$ cat config.mk
export PLATFORM = sky130hd
export DESIGN_NAME = id_ex_stage
export DESIGN_NICKNAME = d
export VERILOG_FILES = /design/src/rtl/id_ex_stage.sv
export SDC_FILE = /design/constraint.sdc
export NUM_CORES = 1
export LEC_CHECK = 0
export CAP_MARGIN = 20
export CORE_AREA = 2 2 133 135
export DETAILED_ROUTE_END_ITERATION = 12
export DIE_AREA = 0 0 135 137
export PLACE_DENSITY = 0.91
export RECOVER_POWER = 100
export SETUP_SLACK_MARGIN = 0.3
export SYNTH_ARGS = -nofsm -noshare
export SYNTH_HDL_FRONTEND = slang
export SYNTH_SLANG_ARGS = --single-unit
$ cat constraint.sdc
create_clock -name clock -period 8.1 [get_ports clock]
set_input_delay 2.43 -clock clock [delete_from_list [all_inputs] [get_ports clock]]
set_output_delay 2.43 -clock clock [all_outputs]
set_load 0.01 [all_outputs]
$ cat src/rtl/id_ex_stage.sv
// ID->EX pipeline register: operand forwarding from EX/MEM,
// load-use bubble insertion, downstream hold and squash.
module id_ex_stage #(
   parameter int DW = 32,
   parameter int RW = 5,
   parameter int AW = 4
) (
   input  logic          clock,
   input  logic          resetn,
   input  logic [DW-1:0] d_qa,
   input  logic [DW-1:0] d_qb,
   input  logic [DW-1:0] d_imm,
   input  logic [4:0]    d_sa,
   input  logic [RW-1:0] d_rs,
   input  logic [RW-1:0] d_rt,
   input  logic          d_use_rs,
   input  logic          d_use_rt,
   input  logic [RW-1:0] d_rn,
   input  logic [AW-1:0] d_aluc,
   input  logic          d_shift,
   input  logic          d_aluimm,
   input  logic          d_wreg,
   input  logic          d_m2reg,
   input  logic          d_wmem,
   input  logic          d_valid,
   input  logic [DW-1:0] e_r,
   input  logic [DW-1:0] m_r,
   input  logic [DW-1:0] m_mo,
   input  logic [RW-1:0] m_rn,
   input  logic          m_wreg,
   input  logic          m_m2reg,
   input  logic          hold,
   input  logic          squash,
   output logic [DW-1:0] e_a,
   output logic [DW-1:0] e_b,
   output logic [AW-1:0] e_aluc,
   output logic [DW-1:0] e_sd,
   output logic [RW-1:0] e_rn,
   output logic          e_wreg,
   output logic          e_m2reg,
   output logic          e_wmem,
   output logic          e_valid,
   output logic          stall
);

   typedef struct packed {
      logic [DW-1:0] a;
      logic [DW-1:0] b;
      logic [DW-1:0] sd;
      logic [AW-1:0] aluc;
      logic [RW-1:0] rn;
      logic          wreg;
      logic          m2reg;
      logic          wmem;
      logic          valid;
   } id_ex_t;

   id_ex_t        ex_q;
   id_ex_t        ex_d;
   logic          ex_alu;
   logic          ex_hit_rs;
   logic          ex_hit_rt;
   logic          mem_hit_rs;
   logic          mem_hit_rt;
   logic [DW-1:0] mem_val;
   logic [DW-1:0] fwd_rs;
   logic [DW-1:0] fwd_rt;
   logic          lu;

   // A load in EX has no data yet, so only ALU results forward from EX
   assign ex_alu     = ex_q.wreg & ~ex_q.m2reg;
   assign mem_val    = m_m2reg ? m_mo : m_r;

   assign ex_hit_rs  = ex_alu & (d_rs != '0)
                     & (ex_q.rn == d_rs);
   assign ex_hit_rt  = ex_alu & (d_rt != '0)
                     & (ex_q.rn == d_rt);
   assign mem_hit_rs = ~ex_hit_rs & m_wreg
                     & (d_rs != '0) & (m_rn == d_rs);
   assign mem_hit_rt = ~ex_hit_rt & m_wreg
                     & (d_rt != '0) & (m_rn == d_rt);

   always_comb begin
      fwd_rs = d_qa;
      unique case (1'b1)
         ex_hit_rs:  fwd_rs = e_r;
         mem_hit_rs: fwd_rs = mem_val;
         default:    fwd_rs = d_qa;
      endcase
   end

   always_comb begin
      fwd_rt = d_qb;
      unique case (1'b1)
         ex_hit_rt:  fwd_rt = e_r;
         mem_hit_rt: fwd_rt = mem_val;
         default:    fwd_rt = d_qb;
      endcase
   end

   assign lu = d_valid & ex_q.valid & ex_q.wreg
             & ex_q.m2reg & (ex_q.rn != '0)
             & ((d_use_rs & (d_rs == ex_q.rn))
             |  (d_use_rt & (d_rt == ex_q.rn)));

   assign stall = lu | hold;

   always_comb begin
      ex_d = '0;
      if (!(squash | lu)) begin
         ex_d.a     = d_shift
                    ? {{(DW-5){1'b0}}, d_sa} : fwd_rs;
         ex_d.b     = d_aluimm ? d_imm : fwd_rt;
         ex_d.sd    = fwd_rt;
         ex_d.aluc  = d_aluc;
         ex_d.rn    = d_rn;
         ex_d.wreg  = d_wreg & d_valid;
         ex_d.m2reg = d_m2reg & d_valid;
         ex_d.wmem  = d_wmem & d_valid;
         ex_d.valid = d_valid;
      end
   end

   always_ff @(posedge clock or negedge resetn) begin
      if (!resetn)
         ex_q <= '0;
      else if (!hold)
         ex_q <= ex_d;
   end

   assign e_a     = ex_q.a;
   assign e_b     = ex_q.b;
   assign e_aluc  = ex_q.aluc;
   assign e_sd    = ex_q.sd;
   assign e_rn    = ex_q.rn;
   assign e_wreg  = ex_q.wreg;
   assign e_m2reg = ex_q.m2reg;
   assign e_wmem  = ex_q.wmem;
   assign e_valid = ex_q.valid;

endmodule

==> run summary, run 1 <==
==================================================================================
Final worst slack                                                         0.937 ns
NumNets Final                                                                1,272
TritonCTS clock tree                                                           yes
Final count of pins violating max slew                                         235
Number of endpoints failing setup at the final stage                             0
Finished Layout Cells                                                        1,269
Crit path launch type                                                 primary input
DIE AREA                                                               18,500 um^2
Signed area change from the synthesized netlist to the final layout          54.2%
Number of buffers inserted during clock tree synthesis                           9
Worst max-slew margin expressed relative to the limit                       -87.6%
Clk sinks                                                                      109
All-Layer GR Usage                                                           32.6%
Final clock period utilization by the worst path                             88.4%
Max-cap violation count                                                          6
DRT Wirelength                                                           30,800 um
Number of placed cells counting well taps                                    1,248
Via count of the first global-routing pass                                   7,799
Net Count, Synth                                                               988
Cell area reported after detailed placement                            10,500 um^2
Setup skew after layout                                                  0.0127 ns
YS warnings                                                                      0
Core occupancy in the finished layout                                        63.3%
Switching power total                                                       484 uW
Post-CTS Setup Bufs                                                              0
Die span in x                                                               135 um
Routed Antenna Nets                                                              0
#FFs+latches synth                                                             109
WL per Instance                                                            24.3 um
Multi-input gate area                                                    3850 um^2
Fin. Hold Viols                                                                  0
Critical path arrival                                                      4.73 ns
Clock-pin slew on the worst setup and hold paths                           0.07 ns
Power share of the combinational group                                       31.2%
Buffers on Ports                                                               344
Required time of the critical path                                         5.67 ns
CP endpoint kind                                                      primary output
Post-route cell area                                                   10,800 um^2
Post-Route Hold Slack                                                     0.490 ns
Most frequent cells in the layout                                     clkdlybuf4s50_1 (230), dlygate4sd3_1 (111), dfrtp_1 (109), nand4_1 (84), nor3_1 (67)
Cell area power density                                                144 nW/um^2
Max Clk Rate                                                             0.140 GHz
Share of power burned in registers                                           39.6%
Area occupied by registers                                               2730 um^2
Net Sw Frac                                                                  31.2%
Number of buffers on the longest clock path                                      2
Row count                                                                       48
Slew at the pin closest to its max-slew limit                              2.80 ns
H-tree Lvls                                                                      3
Share of synthesized area occupied by flip-flops and latches                 38.9%
GPL Wtd Cong                                                                 0.976
Drc violations                                                                   0
Largest net degree at the start of global routing                               65
Library cells used by synthesis                                                 34
Critical-path maximum fanout                                                     5
PnR Total Power                                                            1.55 mW
Gr ovfl total                                                                    0
Leak pwr                                                                   4.30 nW
Critical setup path kind                                                 in -> out
Number of DRC markers after the initial detailed-route iteration               912
Outcome                                                               complete, but fails checks
Gate Count Post-Synth                                                          753
First-pass DRT Iterations                                                        6
Relative contribution of the clock network to total power                    29.2%
Initial Util                                                                 41.1%
Hold buffer count at cts                                                         0
Mapped Avg Cell Area                                                     9.30 um^2
Area of the core region                                                17,100 um^2
Netlist area before placement                                            7000 um^2
Global-route wire length before repair                                   45,900 um
Setup repair after global routing missed its margin                          false
Number of I/O pins                                                             345
Die outline height                                                          137 um
Number of antenna violations at the first check in global routing                2
Fin crit period                                                            7.16 ns
Internal portion of total power                                            1.07 mW
Class of the most critical hold timing path                             reg -> reg
Clk Tree Root Cell                                                       clkbuf_16
Routed vias                                                                  8,187
Drt via density                                                               6.45
Quantity of gates resized following cts                                          0
Largest voltage drop on the vdd net                                       0.108 mV
Clock latency on the worst-skew pair                                       0.35 ns
Violated checks                                                       capacitance limit, slew limit
Fraction of layout instances using a drive strength above 1                  8.83%
Placement Setup Slack                                                      1.09 ns
Number of filler cells placed in the layout                                  1,404
Accumulated negative setup slack                                              0 ns
Placed wire-length estimate                                              22,600 um
Most common cell after layout, fill and taps aside                    clkdlybuf4s50_1
==================================================================================
## synth_stat cells
cell type | n | area, um^2
a22o_1 | 48 | 420
inv_1 | 1 | 3.75
or4_1 | 1 | 7.51
a32o_1 | 8 | 80.1
or4_4 | 1 | 11.3
and3_4 | 1 | 11.3
nor2_1 | 4 | 15.0
o211a_1 | 2 | 20.0
mux2_2 | 32 | 360
nand3_1 | 1 | 5.00
nand2b_1 | 6 | 37.5
o31ai_1 | 46 | 345
and4_1 | 2 | 17.5
o211ai_1 | 23 | 173
xor2_1 | 10 | 87.6
buf_2 | 6 | 30.0
a41oi_1 | 7 | 61.3
nand4_1 | 84 | 526
clkbuf_1 | 78 | 293
dfrtp_1 | 109 | 2730
and3_1 | 1 | 6.26
o21ba_1 | 2 | 20.0
a41o_1 | 2 | 20.0
buf_4 | 1 | 7.51
xnor2_1 | 10 | 87.6
a31o_1 | 11 | 96.3
buf_1 | 3 | 11.3
o31ai_2 | 29 | 363
nor3_2 | 2 | 20.0
a21oi_1 | 65 | 325
o31a_1 | 21 | 184
nand2_1 | 65 | 244
nor3_1 | 66 | 330
buf_6 | 5 | 56.3
## power by group through the flow
| stage | registers, mW | clock network (mW) | logic [mW] |
|---|---|---|---|
| floorplan | 0.643 | 0 | 0.183 |
| global placement | 0.626 | 0 | 0.486 |
| detailed placement | 0.626 | 0 | 0.494 |
| CTS | 0.617 | 0.455 | 0.496 |
| global route | 0.620 | 0.481 | 0.513 |
| finish | 0.616 | 0.453 | 0.485 |
## state kept, by name, indices dropped and copies added (netlist names)
register  cells
e_aluc        4
e_valid       1
e_rn          5
e_sd         32
e_wreg        1
e_a          32
e_b          32
e_m2reg       1
e_wmem        1
## final timing paths
| path | start | endpoint | slack, ns | cells after the start |
|---|---|---|---|---|
| max | d_rt[0] | stall | 0.94 | 6 |
| min | e_sd[10] | e_sd[10] | 0.49 | 2 |
| max reg2reg | e_rn[0] | e_a[4] | 3.26 | 6 |
| min reg2reg | e_sd[10] | e_sd[10] | 0.49 | 2 |
| max in group asynchronous | resetn | e_b[20] | 2.43 | 2 |
| min in group asynchronous | resetn | e_b[0] | 2.94 | 1 |
## logic make-up (layout without fill, tap and decap cells)
family,count (synthesis),count (layout),synth area share [%]
buffers and inverters,94,383,5.73
AND/OR/NAND/NOR,234,234,17.6
multiplexers,32,32,5.14
AO/OA/AOI/OAI,264,264,30.1
other,0,2,0
flip-flops,109,109,38.9
XOR/XNOR,20,20,2.50
## cell type report
type / instances / area share (%)
repair buffers: 366 / 33.7
clock inverters: 5 / 0.568
multi-input cells: 550 / 35.6
inverters: 1 / 0.0347
well taps: 225 / 2.61
flip-flops and latches: 109 / 25.2
clock buffers: 11 / 2.15
diodes: 2 / 0.0463
## critical path: stages
cell	delay, ns
dlygate4sd3_1	0.64
xor2_1	0.19
nor3_1	0.35
a41oi_2	0.18
nand2_1	0.29
dlygate4sd3_1	0.66
## metal layers
layer  global-route usage (%)  vias up  share of wire, %
met5                        0        -                 0
met1                     41.7     3899                38
met4                     13.2        0               3.9
li1                         -     3527                 -
met2                     53.6      657                47
met3                     7.11      104                11
Note: power is estimated with default switching activity, not from simulation.
==> run 2: changes to the inputs <==
Settings changed: CTS_CLUSTER_SIZE set to 20.
==> results of run 2 <==
The final DEF is identical to that of run 1; final timing and power are the same.
==> run 3: changes to the inputs <==
Settings changed: CAP_MARGIN 20 to 5, PLACE_DENSITY 0.91 to 0.87.
==> run 3 against run 2 <==
- the flow still finishes with violations (capacitance limit, slew limit)
- flip-flop and latch count is the same
- non-clock buffer count shrank 4
- combinational power down 1%
- critical path depth is 1 higher
- clock skew shrank 0.00091 ns
- worst hold slack got worse by 0.0051 ns
- routed wire length about the same
- total power fell by 2.0%
- count of clock-buffer cells in the layout increased by 1
==> run summary, run 3 (synthesis gave the netlist of run 1 again) <==
==================================================================================
Crit path buf inv count                                                          2   unchanged
Signed area change from the synthesized netlist to the final layout          53.1%   was 54.2%
First-pass DRT Iterations                                                        5   was 6
Fraction of layout instances using a drive strength above 1                  8.86%   was 8.83%
Largest voltage drop on the vdd net                                      0.0904 mV   was 0.108 mV
Worst path top cell family by delay                                   simple AND/OR/NAND/NOR gates   was buffers and inverters
Accumulated negative setup slack                                              0 ns   unchanged
Slowest stage cell on the critical path                                     nor2_1   was dlygate4sd3_1
H-tree Lvls                                                                      3   unchanged
Buffers on Ports                                                               344   unchanged
Area of the core region                                                17,100 um^2   unchanged
Most common cell after layout, fill and taps aside                    clkdlybuf4s50_1   unchanged
Worst max-slew margin expressed relative to the limit                       -90.9%   was -87.6%
Number of antenna violations at the first check in global routing                0   was 2
Cell breakdown of the critical path                                   dlygate4sd3_1, xor2_1, nor3_4, clkbuf_1, a41o_1, nor2_1, a32o_1   was dlygate4sd3_1, xor2_1, nor3_1, a41oi_2, nand2_1, dlygate4sd3_1
Die outline height                                                          137 um   unchanged
Quantity of gates resized following cts                                          0   unchanged
Via count of the first global-routing pass                                   7,753   was 7,799
Number of endpoints failing setup at the final stage                             0   unchanged
WL per Instance                                                            24.4 um   was 24.3 um
Cell area power density                                                142 nW/um^2   was 144 nW/um^2
Clk sinks                                                                      109   unchanged
CP endpoint kind                                                         flip-flop   was primary output
Global-route wire length before repair                                   45,800 um   was 45,900 um
Multi-input gate area                                                    3880 um^2   was 3850 um^2
Routed Antenna Nets                                                              0   unchanged
All-Layer GR Usage                                                           32.4%   was 32.6%
DIE AREA                                                               18,500 um^2   unchanged
Final count of pins violating max slew                                         189   was 235
Required time of the critical path                                         8.38 ns   was 5.67 ns
Number of buffers inserted during clock tree synthesis                           9   unchanged
Gr ovfl total                                                                    0   unchanged
GPL Wtd Cong                                                                 0.943   was 0.976
Crit path launch type                                                 primary input   unchanged
Fin crit period                                                            7.18 ns   was 7.16 ns
Violated checks                                                       capacitance limit, slew limit   unchanged
Row count                                                                       48   unchanged
Number of filler cells placed in the layout                                  1,434   was 1,404
Critical setup path kind                                                 in -> reg   was in -> out
Antenna fix cells                                                                0   was 2
TritonCTS clock tree                                                           yes   unchanged
Placement Setup Slack                                                      1.02 ns   was 1.09 ns
Max-cap violation count                                                          4   was 6
Outcome                                                               complete, but fails checks   unchanged
Setup skew after layout                                                  0.0118 ns   was 0.0127 ns
Placed wire-length estimate                                              22,600 um   about the same
Number of I/O pins                                                             345   unchanged
Final clock period utilization by the worst path                             88.6%   was 88.4%
Max Clk Rate                                                             0.139 GHz   was 0.140 GHz
Largest net degree at the start of global routing                               66   was 65
Number of DRC markers after the initial detailed-route iteration               828   was 912
Hold buffer count at cts                                                         0   unchanged
Area occupied by registers                                               2730 um^2   unchanged
Critical path arrival                                                      7.45 ns   was 4.73 ns
Critical-path maximum fanout                                                    40   was 5
Drc violations                                                                   0   unchanged
DRT Wirelength                                                           30,800 um   about the same
Slew at the pin closest to its max-slew limit                              2.85 ns   was 2.80 ns
Clock-pin slew on the worst setup and hold paths                           0.08 ns   was 0.07 ns
Number of buffers on the longest clock path                                      2   unchanged
Number of placed cells counting well taps                                    1,247   was 1,248
Finished Layout Cells                                                        1,263   was 1,269
Post-CTS Setup Bufs                                                              0   unchanged
Drt via density                                                               6.41   was 6.45
Class of the most critical hold timing path                             reg -> reg   unchanged
Leak pwr                                                                   4.25 nW   was 4.30 nW
Most frequent cells in the layout                                     clkdlybuf4s50_1 (229), dlygate4sd3_1 (112), dfrtp_1 (109), nand4_1 (84)   was clkdlybuf4s50_1 (230), dlygate4sd3_1 (111), dfrtp_1 (109), nand4_1 (84), nor3_1 (67)
PnR Total Power                                                            1.52 mW   was 1.55 mW
Routed vias                                                                  8,091   was 8,187
Fin. Hold Viols                                                                  0   unchanged
Setup repair after global routing missed its margin                          false   unchanged
Post-Route Hold Slack                                                     0.485 ns   was 0.490 ns
Clock latency on the worst-skew pair                                       0.35 ns   about the same
Die span in x                                                               135 um   unchanged
Clk Tree Root Cell                                                       clkbuf_16   unchanged
Final worst slack                                                         0.923 ns   was 0.937 ns
NumNets Final                                                                1,268   was 1,272
Initial Util                                                                 41.1%   unchanged
Worst path max stage delay                                                 2.17 ns   was 0.66 ns
==================================================================================
[run 3: cell count changes in the layout (fill, tap and decap cells not counted), moves of 2 or more]
| cell | before | now |
|---|---|---|
| diode_2 | 2 | 0 |
| o31ai_1 | 57 | 53 |
| nor3_1 | 67 | 65 |
| o31ai_2 | 18 | 22 |
| buf_16 | 3 | 0 |
| buf_4 | 17 | 15 |
[run 3: per-layer routing]
metal	global-route usage (%)	routed length, um	up-vias
met5	0	0	-
met4	12.6	1050	0
met3	6.85	3320	90
met2	54.1	14800	615
met1	41.4	11600	3865
li1	-	-	3521
[run 3: worst paths after layout]
| kind | depth (start not counted) | end | slack (ns) | from |
|---|---|---|---|---|
| min in group asynchronous | 1 | e_sd[3] | 2.95 | resetn |
| min | 2 | e_sd[3] | 0.48 | e_sd[3] |
| max | 7 | e_a[2] | 0.92 | d_rs[4] |
| min reg2reg | 2 | e_sd[3] | 0.48 | e_sd[3] |
| max in group asynchronous | 2 | e_sd[25] | 2.44 | resetn |
| max reg2reg | 6 | e_a[2] | 3.15 | e_rn[4] |
[run 3: power by group]
part / total (mW) / switching [mW] / internal (mW)
combinational: 0.480 / 0.243 / 0.237
sequential: 0.615 / 0.0281 / 0.587
clock: 0.427 / 0.208 / 0.220
[run 3: cell type report]
| type | count | area share (%) |
|---|---|---|
| clock buffer | 12 | 2.30 |
| inverter | 1 | 0.0350 |
| sequential | 109 | 25.4 |
| clock inverter | 4 | 0.315 |
| timing repair buffer | 362 | 33.1 |
| multi-input combinational | 550 | 36.2 |
| tap | 225 | 2.63 |
[run 3: stage by stage]
stage	cell area, um^2	utilization [%]
after global placement	10500	61.6
after floorplan	7000	-
after global routing	10700	62.9
final	10700	62.9
after CTS	10800	63.3
after detailed placement	10500	61.6
[run 3: tightest hold or removal path, cell delays in order, from the launching register on]
cell and delay (ns):
dfrtp_1 0.34, nand2_1 0.06, o31ai_2 0.05
